[config.mk]
export PLATFORM = sky130hd
export DESIGN_NAME = usb_txn_ctrl_flat
export DESIGN_NICKNAME = d
export VERILOG_FILES = /design/src/rtl/usb_pkg.sv /design/src/rtl/usb_txn_ctrl_if.sv /design/src/rtl/usb_txn_timer.sv /design/src/rtl/usb_txn_ctrl.sv /design/src/flat_wrapper.sv
export SDC_FILE = /design/constraint.sdc
export NUM_CORES = 1
export LEC_CHECK = 0
export BUFFER_PORTS_ARGS = -buffer_cell sky130_fd_sc_hd__buf_2
export CAP_MARGIN = 20
export CORE_ASPECT_RATIO = 2
export CORE_UTILIZATION = 36
export CTS_BUF_LIST = sky130_fd_sc_hd__clkbuf_2
export CTS_CLUSTER_DIAMETER = 30
export CTS_CLUSTER_SIZE = 10
export DETAILED_ROUTE_END_ITERATION = 8
export GPL_TIMING_DRIVEN = 0
export SLEW_MARGIN = 30
export SYNTH_ARGS = -nofsm -noshare
export SYNTH_HDL_FRONTEND = slang
export SYNTH_SLANG_ARGS = --single-unit
[constraint.sdc]
create_clock -name clk -period 2.3 [get_ports clk]
set_clock_uncertainty 0.2 [all_clocks]
set_input_delay 0.23 -clock clk [delete_from_list [all_inputs] [get_ports clk]]
set_output_delay 0.23 -clock clk [all_outputs]
set_load 0.01 [all_outputs]
[src/rtl/usb_pkg.sv]
// usb_pkg: shared types and defaults for the USB endpoint transaction sequencer.
// PID encoding matches the packet decoder and the transmitter.
package usb_pkg;

    localparam int TIMEOUT_CYCLES_DEF = 96;
    localparam int BUF_DEPTH_DEF      = 64;

    typedef enum logic [2:0] {
        PID_NONE  = 3'd0,
        PID_OUT   = 3'd1,
        PID_IN    = 3'd2,
        PID_DATA0 = 3'd3,
        PID_DATA1 = 3'd4,
        PID_ACK   = 3'd5,
        PID_NAK   = 3'd6,
        PID_STALL = 3'd7
    } pid_e;

    typedef enum logic [2:0] {
        ST_IDLE      = 3'd0,
        ST_WAIT_DATA = 3'd1,
        ST_SEND      = 3'd2,
        ST_WAIT_TXD  = 3'd3,
        ST_WAIT_HS   = 3'd4,
        ST_HS_TX     = 3'd5
    } state_e;

    // DATA PID that corresponds to a given toggle value
    function automatic pid_e data_pid(input logic toggle);
        return toggle ? PID_DATA1 : PID_DATA0;
    endfunction

    function automatic logic is_data(input pid_e pid);
        return (pid == PID_DATA0) || (pid == PID_DATA1);
    endfunction

endpackage

[src/rtl/usb_txn_ctrl_if.sv]
// usb_txn_ctrl_if: receive-side, host-side and transmit-side signals of the
// transaction sequencer. The sequencer takes the slave modport; whoever drives
// the receiver/host/transmitter events takes the master modport.
interface usb_txn_ctrl_if;
    import usb_pkg::*;

    pid_e        rx_packet;
    logic        rx_data_ready;
    logic        rx_transfer_active;
    logic        rx_error;
    logic [6:0]  buffer_occupancy;
    logic        host_tx_load;
    logic        host_rx_ack;
    logic        tx_done;

    pid_e        tx_packet;
    logic        tx_start;
    logic        clear;
    logic        rx_data_avail;
    logic        tx_pending;
    logic        data_toggle;
    logic        txn_error;

    modport slave (
        input  rx_packet, rx_data_ready, rx_transfer_active, rx_error,
               buffer_occupancy, host_tx_load, host_rx_ack, tx_done,
        output tx_packet, tx_start, clear, rx_data_avail, tx_pending,
               data_toggle, txn_error
    );

    modport master (
        output rx_packet, rx_data_ready, rx_transfer_active, rx_error,
               buffer_occupancy, host_tx_load, host_rx_ack, tx_done,
        input  tx_packet, tx_start, clear, rx_data_avail, tx_pending,
               data_toggle, txn_error
    );

endinterface

[src/rtl/usb_txn_timer.sv]
// usb_txn_timer: saturating up-counter used for DATA / handshake timeouts.
// clr holds it at zero; it advances only when en is high and stops at the
// terminal value, where expired stays asserted until cleared.
module usb_txn_timer #(
    parameter int TIMEOUT_CYCLES = 96
) (
    input  logic clk,
    input  logic rst,
    input  logic clr,
    input  logic en,
    output logic expired
);

    localparam int W = $clog2(TIMEOUT_CYCLES);
    localparam logic [W-1:0] LAST = W'(TIMEOUT_CYCLES - 1);

    logic [W-1:0] count;

    // count up while enabled, saturating at the terminal value
    always_ff @(posedge clk) begin
        if (rst || clr) begin
            count <= '0;
        end else if (en && (count != LAST)) begin
            count <= count + 1'b1;
        end
    end

    assign expired = (count == LAST);

endmodule

[src/rtl/usb_txn_ctrl.sv]
// usb_txn_ctrl: USB device endpoint transaction sequencer.
// Watches received packets, chooses the handshake or DATA packet to send back,
// flushes the data buffer, and tracks RX/TX payload ownership with the host.
// Optional feature: define USB_TOGGLE_CHK_EN to treat a DATA PID that does not
// match data_toggle as a host retransmit (ACK + flush, no state change).
//
// state        | meaning
// -------------+-----------------------------------------------------------
// ST_IDLE      | waiting for an OUT or IN token
// ST_WAIT_DATA | OUT seen, waiting for DATA0/DATA1 (timed)
// ST_SEND      | IN answered; tx_start visible this cycle (DATA or NAK)
// ST_WAIT_TXD  | our DATA packet is on the wire, waiting for tx_done
// ST_WAIT_HS   | waiting for the host ACK/NAK on our DATA (timed)
// ST_HS_TX     | our handshake (ACK/NAK) is on the wire, waiting for tx_done
module usb_txn_ctrl
    import usb_pkg::*;
#(
    parameter int TIMEOUT_CYCLES = TIMEOUT_CYCLES_DEF,
    parameter int BUF_DEPTH      = BUF_DEPTH_DEF
) (
    input  logic           clk,
    input  logic           rst,
    usb_txn_ctrl_if.slave  bus
);

    state_e state;
    pid_e   tx_packet_q;
    logic   tx_start_q;
    logic   clear_q;
    logic   rx_data_avail_q;
    logic   tx_pending_q;
    logic   data_toggle_q;
    logic   txn_error_q;

    logic   timer_clr;
    logic   timer_expired;
    logic   pkt_valid;
    logic   load_ok;
    logic   avail_eff;
    logic   retransmit;

    assign pkt_valid = bus.rx_data_ready;

    // Host load only counts when there is payload and the buffer is not
    // currently holding OUT data that the host has yet to drain.
    assign load_ok = (bus.buffer_occupancy != '0) &&
                     (bus.buffer_occupancy <= 7'(BUF_DEPTH)) &&
                     !rx_data_avail_q;

    // A host drain in the same cycle as a DATA packet frees the buffer first.
    assign avail_eff = rx_data_avail_q && !bus.host_rx_ack;

`ifdef USB_TOGGLE_CHK_EN
    assign retransmit = (bus.rx_packet != data_pid(data_toggle_q));
`else
    assign retransmit = 1'b0;
`endif

    // Timer only runs in the two waiting states; it is held at zero elsewhere
    // so each wait starts from a fresh count.
    assign timer_clr = !((state == ST_WAIT_DATA) || (state == ST_WAIT_HS));

    usb_txn_timer #(
        .TIMEOUT_CYCLES (TIMEOUT_CYCLES)
    ) u_timer (
        .clk     (clk),
        .rst     (rst),
        .clr     (timer_clr),
        .en      (!bus.rx_transfer_active),
        .expired (timer_expired)
    );

    // sequencer: state, registered pulses and ownership flags
    always_ff @(posedge clk) begin
        if (rst) begin
            state           <= ST_IDLE;
            tx_packet_q     <= PID_NONE;
            tx_start_q      <= 1'b0;
            clear_q         <= 1'b0;
            rx_data_avail_q <= 1'b0;
            tx_pending_q    <= 1'b0;
            data_toggle_q   <= 1'b0;
            txn_error_q     <= 1'b0;
        end else begin
            tx_start_q  <= 1'b0;
            tx_packet_q <= PID_NONE;
            clear_q     <= 1'b0;

            if (bus.host_tx_load && load_ok) begin
                tx_pending_q <= 1'b1;
            end
            if (bus.host_rx_ack) begin
                rx_data_avail_q <= 1'b0;
                clear_q         <= 1'b1;
            end

            if (bus.rx_error) begin
                clear_q     <= 1'b1;
                txn_error_q <= 1'b1;
                if (state == ST_WAIT_DATA) begin
                    rx_data_avail_q <= 1'b0;
                end
                state <= ST_IDLE;
            end else begin
                case (state)
                    ST_IDLE: begin
                        if (pkt_valid && (bus.rx_packet == PID_OUT)) begin
                            state <= ST_WAIT_DATA;
                        end else if (pkt_valid && (bus.rx_packet == PID_IN)) begin
                            state       <= ST_SEND;
                            tx_start_q  <= 1'b1;
                            tx_packet_q <= tx_pending_q ? data_pid(data_toggle_q) : PID_NAK;
                        end
                    end
                    ST_WAIT_DATA: begin
                        if (pkt_valid && is_data(bus.rx_packet)) begin
                            state      <= ST_HS_TX;
                            tx_start_q <= 1'b1;
                            if (retransmit) begin
                                tx_packet_q <= PID_ACK;
                                clear_q     <= 1'b1;
                            end else if (avail_eff) begin
                                tx_packet_q <= PID_NAK;
                            end else begin
                                tx_packet_q     <= PID_ACK;
                                rx_data_avail_q <= 1'b1;
                                data_toggle_q   <= !data_toggle_q;
                            end
                        end else if (timer_expired) begin
                            clear_q <= 1'b1;
                            state   <= ST_IDLE;
                        end
                    end
                    // tx_packet_q still holds what was launched on entry
                    ST_SEND: begin
                        state <= (tx_packet_q == PID_NAK) ? ST_HS_TX : ST_WAIT_TXD;
                    end
                    ST_WAIT_TXD: begin
                        if (bus.tx_done) begin
                            state <= ST_WAIT_HS;
                        end
                    end
                    ST_WAIT_HS: begin
                        if (pkt_valid && (bus.rx_packet == PID_ACK)) begin
                            clear_q       <= 1'b1;
                            tx_pending_q  <= 1'b0;
                            data_toggle_q <= !data_toggle_q;
                            state         <= ST_IDLE;
                        end else if (pkt_valid && (bus.rx_packet == PID_NAK)) begin
                            state <= ST_IDLE;
                        end else if (timer_expired) begin
                            state <= ST_IDLE;
                        end
                    end
                    ST_HS_TX: begin
                        if (bus.tx_done) begin
                            state <= ST_IDLE;
                        end
                    end
                    default: begin
                        state <= ST_IDLE;
                    end
                endcase
            end
        end
    end

    assign bus.tx_packet     = tx_packet_q;
    assign bus.tx_start      = tx_start_q;
    assign bus.clear         = clear_q;
    assign bus.rx_data_avail = rx_data_avail_q;
    assign bus.tx_pending    = tx_pending_q;
    assign bus.data_toggle   = data_toggle_q;
    assign bus.txn_error     = txn_error_q;

endmodule

[src/flat_wrapper.sv]
// flat-port wrapper written by rule: the top's interface ports become plain ports
module usb_txn_ctrl_flat import usb_pkg::*;
#(
    parameter int TIMEOUT_CYCLES = TIMEOUT_CYCLES_DEF,
    parameter int BUF_DEPTH      = BUF_DEPTH_DEF
)
  (clk, rst, bus_rx_packet, bus_rx_data_ready, bus_rx_transfer_active, bus_rx_error, bus_buffer_occupancy, bus_host_tx_load, bus_host_rx_ack, bus_tx_done, bus_tx_packet, bus_tx_start, bus_clear, bus_rx_data_avail, bus_tx_pending, bus_data_toggle, bus_txn_error);
  usb_txn_ctrl_if bus_i ();
  input  logic clk;
  input  logic rst;
  input wire logic [$bits(bus_i.rx_packet)-1:0] bus_rx_packet;
  input wire logic [$bits(bus_i.rx_data_ready)-1:0] bus_rx_data_ready;
  input wire logic [$bits(bus_i.rx_transfer_active)-1:0] bus_rx_transfer_active;
  input wire logic [$bits(bus_i.rx_error)-1:0] bus_rx_error;
  input wire logic [$bits(bus_i.buffer_occupancy)-1:0] bus_buffer_occupancy;
  input wire logic [$bits(bus_i.host_tx_load)-1:0] bus_host_tx_load;
  input wire logic [$bits(bus_i.host_rx_ack)-1:0] bus_host_rx_ack;
  input wire logic [$bits(bus_i.tx_done)-1:0] bus_tx_done;
  output wire logic [$bits(bus_i.tx_packet)-1:0] bus_tx_packet;
  output wire logic [$bits(bus_i.tx_start)-1:0] bus_tx_start;
  output wire logic [$bits(bus_i.clear)-1:0] bus_clear;
  output wire logic [$bits(bus_i.rx_data_avail)-1:0] bus_rx_data_avail;
  output wire logic [$bits(bus_i.tx_pending)-1:0] bus_tx_pending;
  output wire logic [$bits(bus_i.data_toggle)-1:0] bus_data_toggle;
  output wire logic [$bits(bus_i.txn_error)-1:0] bus_txn_error;
  assign bus_i.rx_packet = bus_rx_packet;
  assign bus_i.rx_data_ready = bus_rx_data_ready;
  assign bus_i.rx_transfer_active = bus_rx_transfer_active;
  assign bus_i.rx_error = bus_rx_error;
  assign bus_i.buffer_occupancy = bus_buffer_occupancy;
  assign bus_i.host_tx_load = bus_host_tx_load;
  assign bus_i.host_rx_ack = bus_host_rx_ack;
  assign bus_i.tx_done = bus_tx_done;
  assign bus_tx_packet = bus_i.tx_packet;
  assign bus_tx_start = bus_i.tx_start;
  assign bus_clear = bus_i.clear;
  assign bus_rx_data_avail = bus_i.rx_data_avail;
  assign bus_tx_pending = bus_i.tx_pending;
  assign bus_data_toggle = bus_i.data_toggle;
  assign bus_txn_error = bus_i.txn_error;
  usb_txn_ctrl #(.TIMEOUT_CYCLES(TIMEOUT_CYCLES), .BUF_DEPTH(BUF_DEPTH)) u_core (.clk(clk), .rst(rst), .bus(bus_i));
endmodule
==> metrics.txt <==
status finished, final reports clean; number of library cell types mapped by synthesis 46; Rows 27; Synth async-reset ratio 0; CP arrival between 1500 and 2000 ps; core area 2770 sq um; Power Density 449 nW/um^2; end of the worst register-to-register path u_core.bus.clear; Slew @ Worst Pin about 410 ps; critical path class register to register; reg2reg start u_core.u_timer.count[0]; H-tree depth 1; worst reg-to-reg setup slack around 420 ps; Yosys reg bits 19; die area 3150 sq um; Setup crit start kind register; Die Height 78.4 microns; Vias about 1,000; Clock Latency Late Sink 310 ps; clock buffer depth 2; dpl cells between 150 and 200; WHS 18.0 ps; antenna viol nets, final 0; Synth Flop Type dfxtp_1; fin cells 186; max_slew headroom 0.728; clock-pin slew on the worst setup and hold paths roughly 180 ps; post-layout util 0.458; Slew Limit Fails 0; clk sinks 19; clock tree from TritonCTS built; Reg2Reg Depth 5; # nets final between 150 and 200; global route total overflow 0; PnR worst setup slack 417 ps; leakage 0.000506 uW; P&R area growth vs syn 20.6%; hold path start bus_host_rx_ack; Routability Congestion 0.819; root buf cell clkbuf_2; Synth Warn # 0; TritonCTS Buffers 3; Final Hold Fails 0; number of inserted diodes 0; Overall Global Routing Usage 0.181; hpwl dp 1870 microns; violation count after the first detailed-routing iteration 25; Peak supply drop 0.230 mV; number of flops mapped to enable cells by yosys 0; router iterations before antenna repair 4; Post-Syn Nets 143; vias per inst 5.51; Post-Syn Area 1050 sq um; Initial Util 0.379; Post-Route WL approximately 2400 microns; Cells after Synth 124; RSZ-0062 raised after global routing false; CP max FO 5; PortBufs 26; vias in the first global route between 900 and 1,000; Max Clk Rate 531 MHz; Seq/Total Area, Yosys 0.362; Tcrit/Tclk final 0.819; dpl ws 418 ps; syn_area_per_cell 8.48 sq um; Min-Delay Path Depth 3; Worst EP required between 2000 and 2500 ps; proportion of layout cells with a drive suffix above 1 0.229; initial antenna violation count 0; # DRC 0; first-pass GRT wire length 4070 microns; WHS Endpoint u_core.bus.clear; hold crit path type input pin to register; routed len/inst ~13 microns; final setup fails 0; largest net degree at the start of global routing 12; setup TNS 0 ps; IO Pins 27; total of max-cap violations 0; crit path time final 1880 ps; crit end category register; Die Width 40.2 microns
[cell families (layout without fill, tap and decap cells)]
family	Yosys count	in the layout	synth area share
AOI/OAI and AO/OA	28	28	0.182
xor gates and xnor gates	8	8	0.0667
adders and majority gates	1	1	0.0119
buffers and inverters	9	42	0.0405
DFF	19	19	0.362
muxes	2	2	0.0202
and+or+nand+nor	57	57	0.317
[placed cells by master (no fill, tap or decap), types with 2 or more instances in the layout]
| cell | synthesis | routed |
|---|---|---|
| buf_2 | 1 | 27 |
| dfxtp_1 | 19 | 19 |
| nor2_1 | 17 | 17 |
| nand2_1 | 9 | 9 |
| a21oi_1 | 8 | 8 |
| xnor2_1 | 6 | 6 |
| clkbuf_1 | 4 | 4 |
| o211ai_1 | 4 | 4 |
| nand4b_1 | 3 | 3 |
| nor2b_1 | 3 | 3 |
| inv_1 | 3 | 3 |
| nand2b_1 | 3 | 3 |
| a31oi_1 | 3 | 3 |
| nand3_1 | 3 | 3 |
| a211oi_1 | 3 | 3 |
| clkbuf_2 | 0 | 3 |
| dlygate4sd3_1 | 0 | 3 |
| and3_1 | 2 | 2 |
| xor2_1 | 2 | 2 |
| nor3_1 | 2 | 2 |
| nor3b_1 | 2 | 2 |
[critical path: stages, from the launching register on]
cell and delay (ps):
dfxtp_1 430, ha_1 200, and3b_1 260, nand2_1 170
or3b_1 410, a31oi_1 170
[Yosys cell counts, drive strengths merged, types with 2 or more instances]
library cell | number | share of area
buf | 2 | 0.015
xnor2 | 6 | 0.050
nand3 | 3 | 0.014
a211oi | 3 | 0.021
nor2b | 3 | 0.018
o211ai | 4 | 0.029
nand2 | 9 | 0.032
and4bb | 2 | 0.024
a21oi | 8 | 0.038
nor3b | 3 | 0.026
inv | 3 | 0.011
a31oi | 3 | 0.018
clkbuf | 4 | 0.014
xor2 | 2 | 0.017
nand4b | 3 | 0.025
and3 | 2 | 0.012
dfxtp | 19 | 0.36
nand2b | 3 | 0.018
nor2 | 17 | 0.061
nor3 | 2 | 0.0095
[sequential cells by signal, indices dropped and copies added (netlist names)]
signal	flops
u_core.bus.tx_start	1
u_core.bus.data_toggle	1
u_core.bus.rx_data_avail	1
u_core.bus.tx_packet	3
u_core.bus.txn_error	1
u_core.u_timer.count	7
u_core.bus.clear	1
u_core.state	3
u_core.bus.tx_pending	1
[report_power, final]
part | internal, uW | switching (uW)
clock network | 39.4 | 108
registers | 336 | 4.68
logic | 40.1 | 41.2
total | 415 | 153
[cell type report]
type	instances	area, sq um
Buffer	6	31.3
Clock inverter	1	5.00
Timing Repair Buffer	29	160
Sequential cell	19	380
Fill cell	283	1500
Inverter	3	11.3
Clock buffer	3	15.0
Multi-Input combinational cell	96	628
Tap cell	29	36.3
[worst max-delay path by stage]
stage / end / startpoint / cells past startpoint
global placement: u_core.bus.clear / u_core.u_timer.count[0] / 5
global route: u_core.bus.clear / u_core.u_timer.count[0] / 5
detailed placement: u_core.bus.clear / u_core.u_timer.count[0] / 5
CTS: u_core.bus.clear / u_core.u_timer.count[0] / 5
finish: u_core.bus.clear / u_core.u_timer.count[0] / 5
floorplan: u_core.bus.data_toggle / u_core.state[2] / 5
[routing by layer]
metal / track usage / wire, microns / share of wire
met1: 0.193 / 947 / 0.40
met2: 0.316 / 1310 / 0.55
met3: 0.0226 / 80 / 0.033
met4: 0.0900 / 60 / 0.025
met5: 0 / 0 / 0
[repair_timing]
| action | 4_1_cts | 5_1_grt |
|---|---|---|
| gates resized for setup | 0 | 0 |
| hold endpoints to repair | 3 | 0 |
| buffers inserted | 0 | 0 |
| endpoints found under the setup margin | 0 | 0 |
| hold buffers | 3 | 0 |
[stage by stage]
step	area [sq um]	power, uW
after global routing	1270	598
after global placement	1220	423
after floorplan	1050	389
after CTS	1270	574
after detailed placement	1220	424
final	1270	569
Note: power is estimated with default switching activity, not from simulation.
